$ cat src/rtl/key_led_mode_ctrl.sv
// Key-driven LED mode controller: three bouncing active-low keys are synchronised,
// debounced and arbitrated into single press events that step an OFF/ON/SLOW/FAST mode FSM.
module key_led_mode_ctrl #(
    parameter int DEB_CYCLES = 1_000_000,
    parameter int SLOW_HALF  = 25_000_000,
    parameter int FAST_HALF  = 5_000_000
) (
    input  logic       sys_clk,
    input  logic       sys_rst_n,
    input  logic       m_key1,
    input  logic       m_key2,
    input  logic       m_key3,
    output logic       m_led,
    output logic [1:0] m_mode,
    output logic [2:0] m_key_evt
);

    localparam int DW       = $clog2(DEB_CYCLES + 1);
    localparam int MAX_HALF = (SLOW_HALF > FAST_HALF) ? SLOW_HALF : FAST_HALF;
    localparam int BW       = $clog2(MAX_HALF + 1);

    typedef enum logic [1:0] {
        MODE_OFF  = 2'd0,
        MODE_ON   = 2'd1,
        MODE_SLOW = 2'd2,
        MODE_FAST = 2'd3
    } mode_t;

    logic [2:0]    key_raw;
    logic [2:0]    sync1;
    logic [2:0]    sync2;
    logic [2:0]    stable;
    logic [2:0]    stable_prev;
    logic [DW-1:0] deb_cnt [3];
    logic [2:0]    press;
    logic [2:0]    winner;

    mode_t         state;
    mode_t         state_nxt;
    logic [BW-1:0] blink_cnt;
    logic [BW-1:0] half_last;
    logic          phase;
    logic          led_nxt;

    assign key_raw = {m_key3, m_key2, m_key1};

    // Keys idle high, so every key flop resets to the released level.
    // NOTE: sequential state uses non-blocking assignments so all flops sample pre-edge values.
    always_ff @(posedge sys_clk or negedge sys_rst_n) begin
        if (!sys_rst_n) begin
            sync1       <= 3'b111;
            sync2       <= 3'b111;
            stable      <= 3'b111;
            stable_prev <= 3'b111;
            // NOTE: the debounce counters are a tiny register array, so they are reset like any flop.
            for (int i = 0; i < 3; i++) deb_cnt[i] <= '0;
        end else begin
            sync1       <= key_raw;
            sync2       <= sync1;
            stable_prev <= stable;
            for (int i = 0; i < 3; i++) begin
                if (sync2[i] == stable[i]) begin
                    deb_cnt[i] <= '0;
                end else if (deb_cnt[i] == DW'(DEB_CYCLES - 1)) begin
                    stable[i]  <= sync2[i];
                    deb_cnt[i] <= '0;
                end else begin
                    deb_cnt[i] <= deb_cnt[i] + 1'b1;
                end
            end
        end
    end

    // Falling edge of the debounced level is a press; lower-priority presses in the same cycle are dropped.
    always_comb begin
        press  = stable_prev & ~stable;
        winner = 3'b000;
        if (press[0])      winner = 3'b001;
        else if (press[1]) winner = 3'b010;
        else if (press[2]) winner = 3'b100;
    end

    always_ff @(posedge sys_clk or negedge sys_rst_n) begin
        if (!sys_rst_n) m_key_evt <= 3'b000;
        else            m_key_evt <= winner;
    end

    always_ff @(posedge sys_clk or negedge sys_rst_n) begin
        if (!sys_rst_n) state <= MODE_OFF;
        else            state <= state_nxt;
    end

    // NOTE: every comb output gets a default first so no path can infer a latch.
    always_comb begin
        state_nxt = state;
        if (m_key_evt[0]) begin
            state_nxt = (state == MODE_OFF) ? MODE_ON : MODE_OFF;
        end else if (m_key_evt[1]) begin
            state_nxt = (state == MODE_SLOW) ? MODE_FAST : MODE_SLOW;
        end else if (m_key_evt[2]) begin
            state_nxt = mode_t'(state + 2'd1);
        end
    end

    always_comb begin
        m_mode  = state;
        led_nxt = 1'b0;
        case (state)
            MODE_OFF:  led_nxt = 1'b0;
            MODE_ON:   led_nxt = 1'b1;
            MODE_SLOW,
            MODE_FAST: led_nxt = phase;
            default:   led_nxt = 1'b0;
        endcase
    end

    assign half_last = (state == MODE_FAST) ? BW'(FAST_HALF - 1) : BW'(SLOW_HALF - 1);

    // Restart the timer on mode change so every blink mode opens with a full LED-on half period.
    always_ff @(posedge sys_clk or negedge sys_rst_n) begin
        if (!sys_rst_n) begin
            blink_cnt <= '0;
            phase     <= 1'b1;
        end else if (state_nxt != state) begin
            blink_cnt <= '0;
            phase     <= 1'b1;
        end else if (state == MODE_SLOW || state == MODE_FAST) begin
            if (blink_cnt == half_last) begin
                blink_cnt <= '0;
                phase     <= ~phase;
            end else begin
                blink_cnt <= blink_cnt + 1'b1;
            end
        end else begin
            blink_cnt <= '0;
            phase     <= 1'b1;
        end
    end

    always_ff @(posedge sys_clk or negedge sys_rst_n) begin
        if (!sys_rst_n) m_led <= 1'b0;
        else            m_led <= led_nxt;
    end

endmodule

$ cat config.mk
export PLATFORM = sky130hd
export DESIGN_NAME = key_led_mode_ctrl
export DESIGN_NICKNAME = d
export VERILOG_FILES = /design/src/rtl/key_led_mode_ctrl.sv
export SDC_FILE = /design/constraint.sdc
export NUM_CORES = 1
export LEC_CHECK = 0
export ABC_AREA = 1
export CORE_MARGIN = 8
export CORE_UTILIZATION = 30
export CTS_CLUSTER_SIZE = 20
export DETAILED_ROUTE_END_ITERATION = 16
export PLACE_DENSITY_LB_ADDON = 0.05
export SYNTH_ARGS = -nofsm -noshare
export SYNTH_HDL_FRONTEND = slang
export SYNTH_SLANG_ARGS = --single-unit
$ cat constraint.sdc
create_clock -name sys_clk -period 2.3 [get_ports sys_clk]
set_clock_uncertainty 0.05 [all_clocks]
set_input_delay 0.46 -clock sys_clk [delete_from_list [all_inputs] [get_ports sys_clk]]
set_output_delay 0.46 -clock sys_clk [all_outputs]
set_load 0.05 [all_outputs]
==> results of run 1 <==
[power groups by stage]
stage | Clock (mW) | Sequential (mW) | Combinational (mW)
finish | 1.54 | 1.86 | 0.109
global route | 1.69 | 1.87 | 0.130
CTS | 1.63 | 1.86 | 0.117
detailed placement | 0 | 1.90 | 0.116
global placement | 0 | 1.90 | 0.117
floorplan | 0 | 1.90 | 0.0468
[Yosys cell counts, drive strengths merged]
library cell	number	area [sq um]
nor3	34	231.5
clkinv	3	16.27
nand3b	4	55.05
xor2	30	262.8
dfstp	13	341.6
buf	2	40.04
nor4	1	6.260
inv	96	360.4
and3	1	6.260
nand2	145	593.1
o21ai	15	86.34
ha	7	87.58
xnor2	10	87.58
clkbuf	1	3.750
nand3	67	397.9
nand4	21	137.6
a21oi	14	73.82
a31oi	1	6.260
nor3b	3	22.52
dfrtp	91	2277
nor2	161	793.3
or2	5	31.28
o21bai	2	15.01
[stage by stage]
| step | cells | hold WS (ns) |
|---|---|---|
| 6_report | 1018 | 0.01985 |
| 5_1_grt | 1018 | 0.04588 |
| 4_1_cts | 1018 | 0.02905 |
| 3_5_place_dp | 1002 | 0.3008 |
| 3_3_place_gp | 1002 | 0.2965 |
| 2_1_floorplan | 727 | 0.1144 |
[area by class of cell]
| cell class | instances | area (sq um) | share of cell area, % |
|---|---|---|---|
| inverters | 99 | 376.6 | 5.664 |
| repair buffers | 13 | 140.1 | 2.108 |
| well taps | 265 | 331.6 | 4.987 |
| flip-flops and latches | 104 | 2619 | 39.39 |
| multi-input cells | 521 | 2894 | 43.53 |
| clock inverters | 7 | 62.56 | 0.9409 |
| clock buffers | 9 | 225.2 | 3.387 |
[state kept, by name, indices dropped and copies added (netlist names)]
register     count
m_mode           2
m_key_evt        3
stable_prev      3
m_led            1
sync2            3
deb_cnt         60
stable           3
blink_cnt       25
phase            1
sync1            3
[logic make-up (layout without fill, tap and decap cells)]
logic type      count (synthesis)  in the layout  share of synthesized area, %
flops                         104            104                         44.14
fa+ha+maj                       7              7                         1.476
buf+inv                       102            128                         7.086
simple gates                  442            442                         38.34
xor+xnor                       40             40                         5.905
compound gates                 32             32                         3.058
[how the worst min path moves through the flow]
| stage | startpoint | endpoint | cells past startpoint | slack (ns) |
|---|---|---|---|---|
| detailed placement | sync1[0] | sync2[0] | 0 | 0.30 |
| global route | sys_rst_n | m_key_evt[0] | 1 | 0.05 |
| finish | sys_rst_n | m_mode[0] | 1 | 0.02 |
| CTS | sys_rst_n | m_mode[0] | 1 | 0.03 |
| global placement | sync1[0] | sync2[0] | 0 | 0.30 |
| floorplan | sys_rst_n | blink_cnt[0] | 0 | 0.11 |
[routing by layer]
| layer | wire [um] | vias to the layer above | GRT usage, % | share of wire (%) |
|---|---|---|---|---|
| met5 | 0 | - | 0 | 0 |
| met4 | 104 | 0 | 2.838 | 0.76 |
| met3 | 319 | 7 | 2.703 | 2.3 |
| met2 | 6587 | 46 | 20.36 | 48 |
| met1 | 6606 | 2220 | 15.41 | 49 |
| li1 | - | 2352 | - | - |
==> results.cfg, run 1 <==
[pwr]
power_density_nw_per_um2 = 528.2
combPwrFrac_pct = 3.1
p_int_mw = 2.643
p_clk_share_pct = 43.8
switchingPower_uw = 868.4
ir_drop_mv = 0.2941
power_mw = 3.512
p_sw_share_pct = 24.73
p_seq_share_pct = 53.0
power.leakage_nw = 2.730

[worst_setup_path]
crit_cells = 1
crit_start = m_key_evt[2]
crit_fanout = 4
crit_buf_inv = 1
slowest_stage = clkdlybuf4s50_1
critical_path.reg2reg.endpoint = blink_cnt[19]
critPathLaunchType = flop
critPathTopFamily = buffers and inverters
ff2ff_setup_slack_ns = 0.30
cp-end-kind = output port
endpoint = m_key_evt[2]
cp.required_ns = 1.79
rr_startpoint = m_mode[1]
reg2regPathDepth = 10
cpPeakStageDelay_ns = 0.83
path_cells = clkdlybuf4s50_1
crit_type = reg -> out
crit_arrival_ns = 1.59

[layout]
final_cell_area_sq_um = 6649
synthToLayoutAreaGrowth_pct = 12.06
nFillCells = 2071
drive_above_1_share_pct = 14.87
nets = 760
mostFrequentLayoutCells = 137 x nand2_1, 129 x nor2_1, 91 x dfrtp_1, 86 x inv_1, 59 x nand3_1
antenna_cells = 0
utilization_pct = 34.16
layout_commonest_cell = nand2_1

[route]
first_iter_violations = 184
avgViaCountPerCell = 4.543
firstDrtPassIters = 4
vias = 4625
wirelength_mm = 13.62
drc_errors = 0
post_drt_wl_per_cell_um = 13.38
ant_nets = 0

[die]
fp.dieW_um = 156.6
io_pins = 11
row_count = 51
core_area_sq_um = 19460
die_y_um = 156.6
dieArea_sq_um = 24530
initial_core_util_pct = 30.49

[timing]
setup_slack_ns = 0.2038
rsz0062_at_grt = no
slew_violations = 0
period_share_pct = 91.14
period_needed_ns = 2.096
tns_ns = 0
worst_pin_slew_ns = 0.5887
hold_viol = 0
finalSetupViolCount = 0
fmax_mhz = 477.1
maxSlewHeadroom_pct = 60.34

[place]
place_area_sq_um = 6361
io_buffers = 10
hpwl_mm = 10.14
routabilityCongestion = 0.7879
pre_cts_slack_ns = 0.2853

[grt]
globalRoute.totalOverflow = 0
antenna_found_initial = 0
grt_pass1_wl_mm = 23.83
track_usage_pct = 12.08
grt_start_max_net_pins = 37
grt_pass1_vias = 4814

[synthesis]
synth_area_sq_um = 5933
synth_warnings = 0
synth.distinct_cells = 41
yosysSeqAreaShare_pct = 44.14
synthesis.nets = 739
syn_inst = 727
syn_avg_cell_area_sq_um = 8.161
synth-seq-cells = 104

[job]
drv_cap = 0

[clock_network]
cts_buffer_depth = 2
clkLatencyLatePin_ns = 0.36
clock-sinks = 104
hold_buffers = 0
cts_max_level = 3
cts_made_buffers = 9
tritoncts = done
cts_setup_buffers = 0
cts_resized = 0
cts_root_buf = clkbuf_16
cts.clk_slew.worst_paths_ns = 0.07

[run_status]
outcome = finished clean

[worst_hold_path]
min_path_type = in -> async
Power figures use the tool's default switching activity.
==> inputs of run 2 (changes only) <==
SETUP_SLACK_MARGIN = 0.1   (was unset)
==> results of run 2 <==
The final DEF is identical to that of run 1; final timing and power are the same.
==> inputs of run 3 (changes only) <==
CORE_UTILIZATION = 50   (was 30)
SLEW_MARGIN = 15   (was unset)
==> run 3 against run 2 <==
Effect of this change: combinational power decreased by 5%; sequential cell count did not move; non-clock buffer count did not move.
==> results.cfg, run 3 (same netlist as run 1, synthesis figures left out) <==
[clock_network]
cts_made_buffers = 9
cts.clk_slew.worst_paths_ns = 0.07
cts_max_level = 3
clkLatencyLatePin_ns = 0.36
clock-sinks = 104
cts_root_buf = clkbuf_16
tritoncts = done
cts_buffer_depth = 2
cts_setup_buffers = 0

[run_status]
outcome = finished clean

[pwr]
ir_drop_mv = 0.3672
power_density_nw_per_um2 = 545.8
power_mw = 3.551
power.leakage_nw = 2.728

[worst_setup_path]
ff2ff_setup_slack_ns = 0.26
crit_arrival_ns = 1.60
path_cells = clkdlybuf4s50_1
critPathTopFamily = buffers and inverters
cp.required_ns = 1.79
crit_type = reg -> out
rr_startpoint = m_mode[1]
critical_path.reg2reg.endpoint = blink_cnt[19]
cp-end-kind = output port
cpPeakStageDelay_ns = 0.84
crit_fanout = 4
slowest_stage = clkdlybuf4s50_1
crit_buf_inv = 1
critPathLaunchType = flop
reg2regPathDepth = 10

[die]
core_area_sq_um = 11520
io_pins = 11
die_y_um = 124.9
row_count = 39
fp.dieW_um = 124.9
dieArea_sq_um = 15610
initial_core_util_pct = 51.52

[timing]
finalSetupViolCount = 0
hold_viol = 0
fmax_mhz = 473.3
rsz0062_at_grt = no
worst_pin_slew_ns = 0.5273
period_needed_ns = 2.113
period_share_pct = 91.86
maxSlewHeadroom_pct = 64.99
slew_violations = 0
tns_ns = 0

[place]
hpwl_mm = 8.928
routabilityCongestion = 0.8813
place_area_sq_um = 6193
io_buffers = 10

[layout]
nFillCells = 1107
nets = 760
layout_commonest_cell = nand2_1
mostFrequentLayoutCells = 137 x nand2_1, 129 x nor2_1, 91 x dfrtp_1, 86 x inv_1, 59 x nand3_1
antenna_cells = 0
multi_input_area_sq_um = 2894
largest_reg_flops = 60
largest_register = deb_cnt
top_regs = deb_cnt (60), blink_cnt (25)
drive_above_1_share_pct = 14.34
final_cell_area_sq_um = 6506
synthToLayoutAreaGrowth_pct = 9.658
register_area_sq_um = 2619

[grt]
grt_start_max_net_pins = 63
grt_pass1_vias = 4514
antenna_found_initial = 0
globalRoute.totalOverflow = 0
grt_pass1_wl_mm = 20.78
track_usage_pct = 16.06

[worst_hold_path]
whs_endpoint = sync2[2]
min_from = sync1[2]
holdPathStages = 0
min_path_type = reg -> reg

[route]
first_iter_violations = 240
ant_nets = 0
post_drt_wl_per_cell_um = 13.21
firstDrtPassIters = 5
drc_errors = 0
avgViaCountPerCell = 5.156
vias = 4620
wirelength_mm = 11.83

[job]
drv_cap = 0
[run 3: changes by cell type in the layout (fill, tap and decap cells not counted), moves of 2 or more]
cell and change:
buf_4 -2, clkinv_4 -2, clkinvlp_4 +2, dlygate4sd2_1 +2, inv_8 -2
[run 3: through the flow]
stage / instances / setup WS (ns) / utilization [%] / hold slack (ns)
finish: 896 / 0.1873 / 56.50 / 0.3066
floorplan: 727 / 0.1528 / - / 0.1144
global route: 896 / 0.1247 / 56.50 / 0.3125
detailed placement: 879 / 0.2698 / 53.78 / 0.2138
global placement: 879 / 0.3662 / 53.78 / 0.2120
CTS: 896 / 0.1601 / 56.50 / 0.3077
[run 3: area by class of cell]
| cell class | instances | share of cell area [%] |
|---|---|---|
| clock buffers | 11 | 3.731 |
| well taps | 143 | 2.750 |
| flip-flops and latches | 104 | 40.25 |
| multi-input cells | 521 | 44.48 |
| clock inverters | 5 | 0.9615 |
| inverters | 99 | 5.788 |
| repair buffers | 13 | 2.038 |
[run 3: timing repair]
action	4_1_cts	5_1_grt
resized for setup	2	0
hold buffers	1	0
setup endpoints to repair	2	0
endpoints found under the hold margin	1	0
[run 3: power breakdown]
group	switching [mW]	internal [mW]	leakage (nW)
Sequential	0.0125	1.85	1.40
Clock	0.701	0.882	0.143
Combinational	0.0737	0.0308	1.19
Total	0.788	2.76	2.73
[run 3: worst max-delay path by stage]
stage                            start             to  slack (ns)  cells past startpoint
after detailed placement     m_mode[1]  blink_cnt[19]        0.27                     10
after global placement       m_mode[1]  blink_cnt[19]        0.37                     10
final                     m_key_evt[2]   m_key_evt[2]        0.19                      1
after CTS                 m_key_evt[2]   m_key_evt[2]        0.16                      1
after floorplan              m_mode[1]   blink_cnt[5]        0.15                     11
after global routing      m_key_evt[2]   m_key_evt[2]        0.12                      1
[run 3: routing by layer]
| layer | global-route usage (%) | wire, um |
|---|---|---|
| met2 | 26.92 | 5726 |
| met4 | 3.868 | 129 |
| met5 | 0 | 0 |
| met3 | 4.377 | 342 |
| met1 | 20.19 | 5637 |
==> edit, RTL diff (settings of run 1) <==
`DEB_CYCLES`: 1_000_000 -> 2_000_000.
--- a/src/rtl/key_led_mode_ctrl.sv
+++ b/src/rtl/key_led_mode_ctrl.sv
@@ -1,7 +1,7 @@
 // Key-driven LED mode controller: three bouncing active-low keys are synchronised,
 // debounced and arbitrated into single press events that step an OFF/ON/SLOW/FAST mode FSM.
 module key_led_mode_ctrl #(
-    parameter int DEB_CYCLES = 1_000_000,
+    parameter int DEB_CYCLES = 2_000_000,
     parameter int SLOW_HALF  = 25_000_000,
     parameter int FAST_HALF  = 5_000_000
 ) (
Behaviour: same outputs for any inputs over 10 cycles, from zero or initial values and one cycle with sys_rst_n low; that may be too few to reach the edited logic, so the function may still have changed.
==> edit against run 1 <==
Hold slack better by 0.028 ns; routed wire length decreased by 2.1%; worst setup slack worse by 0.10 ns; sequential cell count up 3; via count rose by 2.9%; non-clock buffer count is 6 higher; final area is 0.19% higher; power up 1.6%; combinational power rose by 10%; synthesized area down 1.2%; first-iteration DRC count up 60%; critical path type unchanged.
==> edit: results (changes against run 1) <==
outcome complete, no violations; Cells after DPL 1033 (+3.1%); DR WL met2 5847 um (-11%); Synth Area in XOR/XNOR 0.06123 (+0.002186); largest cells by area after synthesis dfrtp_1, nand2_1, nor2_1, inv_1, dfstp_2; flip-flop and latch area 0.002694 sq mm (+2.9%); Pwr Total 3569 uW (+1.6%); dpl cell area 0.006374 sq mm (+0.20%); Internal Power 2718 uW (+2.8%); Slew headroom 0.6607 (+0.05734); biggest registers after layout deb_cnt x63, blink_cnt x25; syn_nets 763 (+3.2%); area fraction in compound gates after synthesis 0.04160 (+0.01103); Post-Place Setup Slack 0.2763 ns (-0.009056 ns); largest net degree at the start of global routing 61 (+65%); comb_multi_in 542 (+4.0%); DRT iter0 DRCs 294 (+60%); synthesized area 0.005864 sq mm (-1.2%); adder-cell area share of the yosys netlist 0.01493 (+0.0001732); Synth cell types 33 (-20%); vias per cell 4.539 (-0.10%); Inverters 100 (+1.0%); M1 WL 6796 um (+2.9%); Clock power frac 0.429 (-0.009); design area 0.006661 sq mm (+0.19%); GR Util met3 0.02493 (-0.002096); Avg WL per Cell 12.71 um (-5.0%); slowest stage delay, CP 0.85 ns (+0.02 ns); vias in the first global route 4903 (+1.8%); synth cell count leaders nand2_1, nor2_1, dfrtp_1, inv_1, nor3_1; GR Util met2 0.1858 (-0.01782); fraction of area in multi-input gates 0.4157 (-0.01960); clkbuf count 10 (+1); Leak Pwr 0.002577 uW (-5.6%); first-pass GRT wire length 23780 um (-0.23%)
[edit: worst reg2reg max path: stages (launching register included)]
cell and delay, ns:
dfrtp_1 0.45, inv_1 0.12, ha_1 0.28, nand2_1 0.08, nand3_2 0.10, a21oi_1 0.21, nor2_2 0.11, nand2_2 0.08
clkinv_2 0.07, nand2_4 0.11, buf_12 0.20, nor2_1 0.07
[edit: path summary, 6_finish.rpt]
check	from	endpoint	slack [ns]	depth (start not counted)
max in group asynchronous	sys_rst_n	stable[1]$_DFFE_PN1P_	1.81	2
setup / recovery	m_key_evt[2]$_DFF_PN0_	m_key_evt[2]	0.10	1
hold reg to reg	sync1[2]$_DFF_PN1_	sync2[2]$_DFF_PN1_	0.31	0
hold / removal	sys_rst_n	deb_cnt[5]$_DFF_PN0_	0.05	2
setup reg to reg	m_mode[1]$_DFF_PN0_	blink_cnt[4]$_DFF_PN0_	0.26	11
min in group sys_clk	sync1[2]$_DFF_PN1_	sync2[2]$_DFF_PN1_	0.31	0
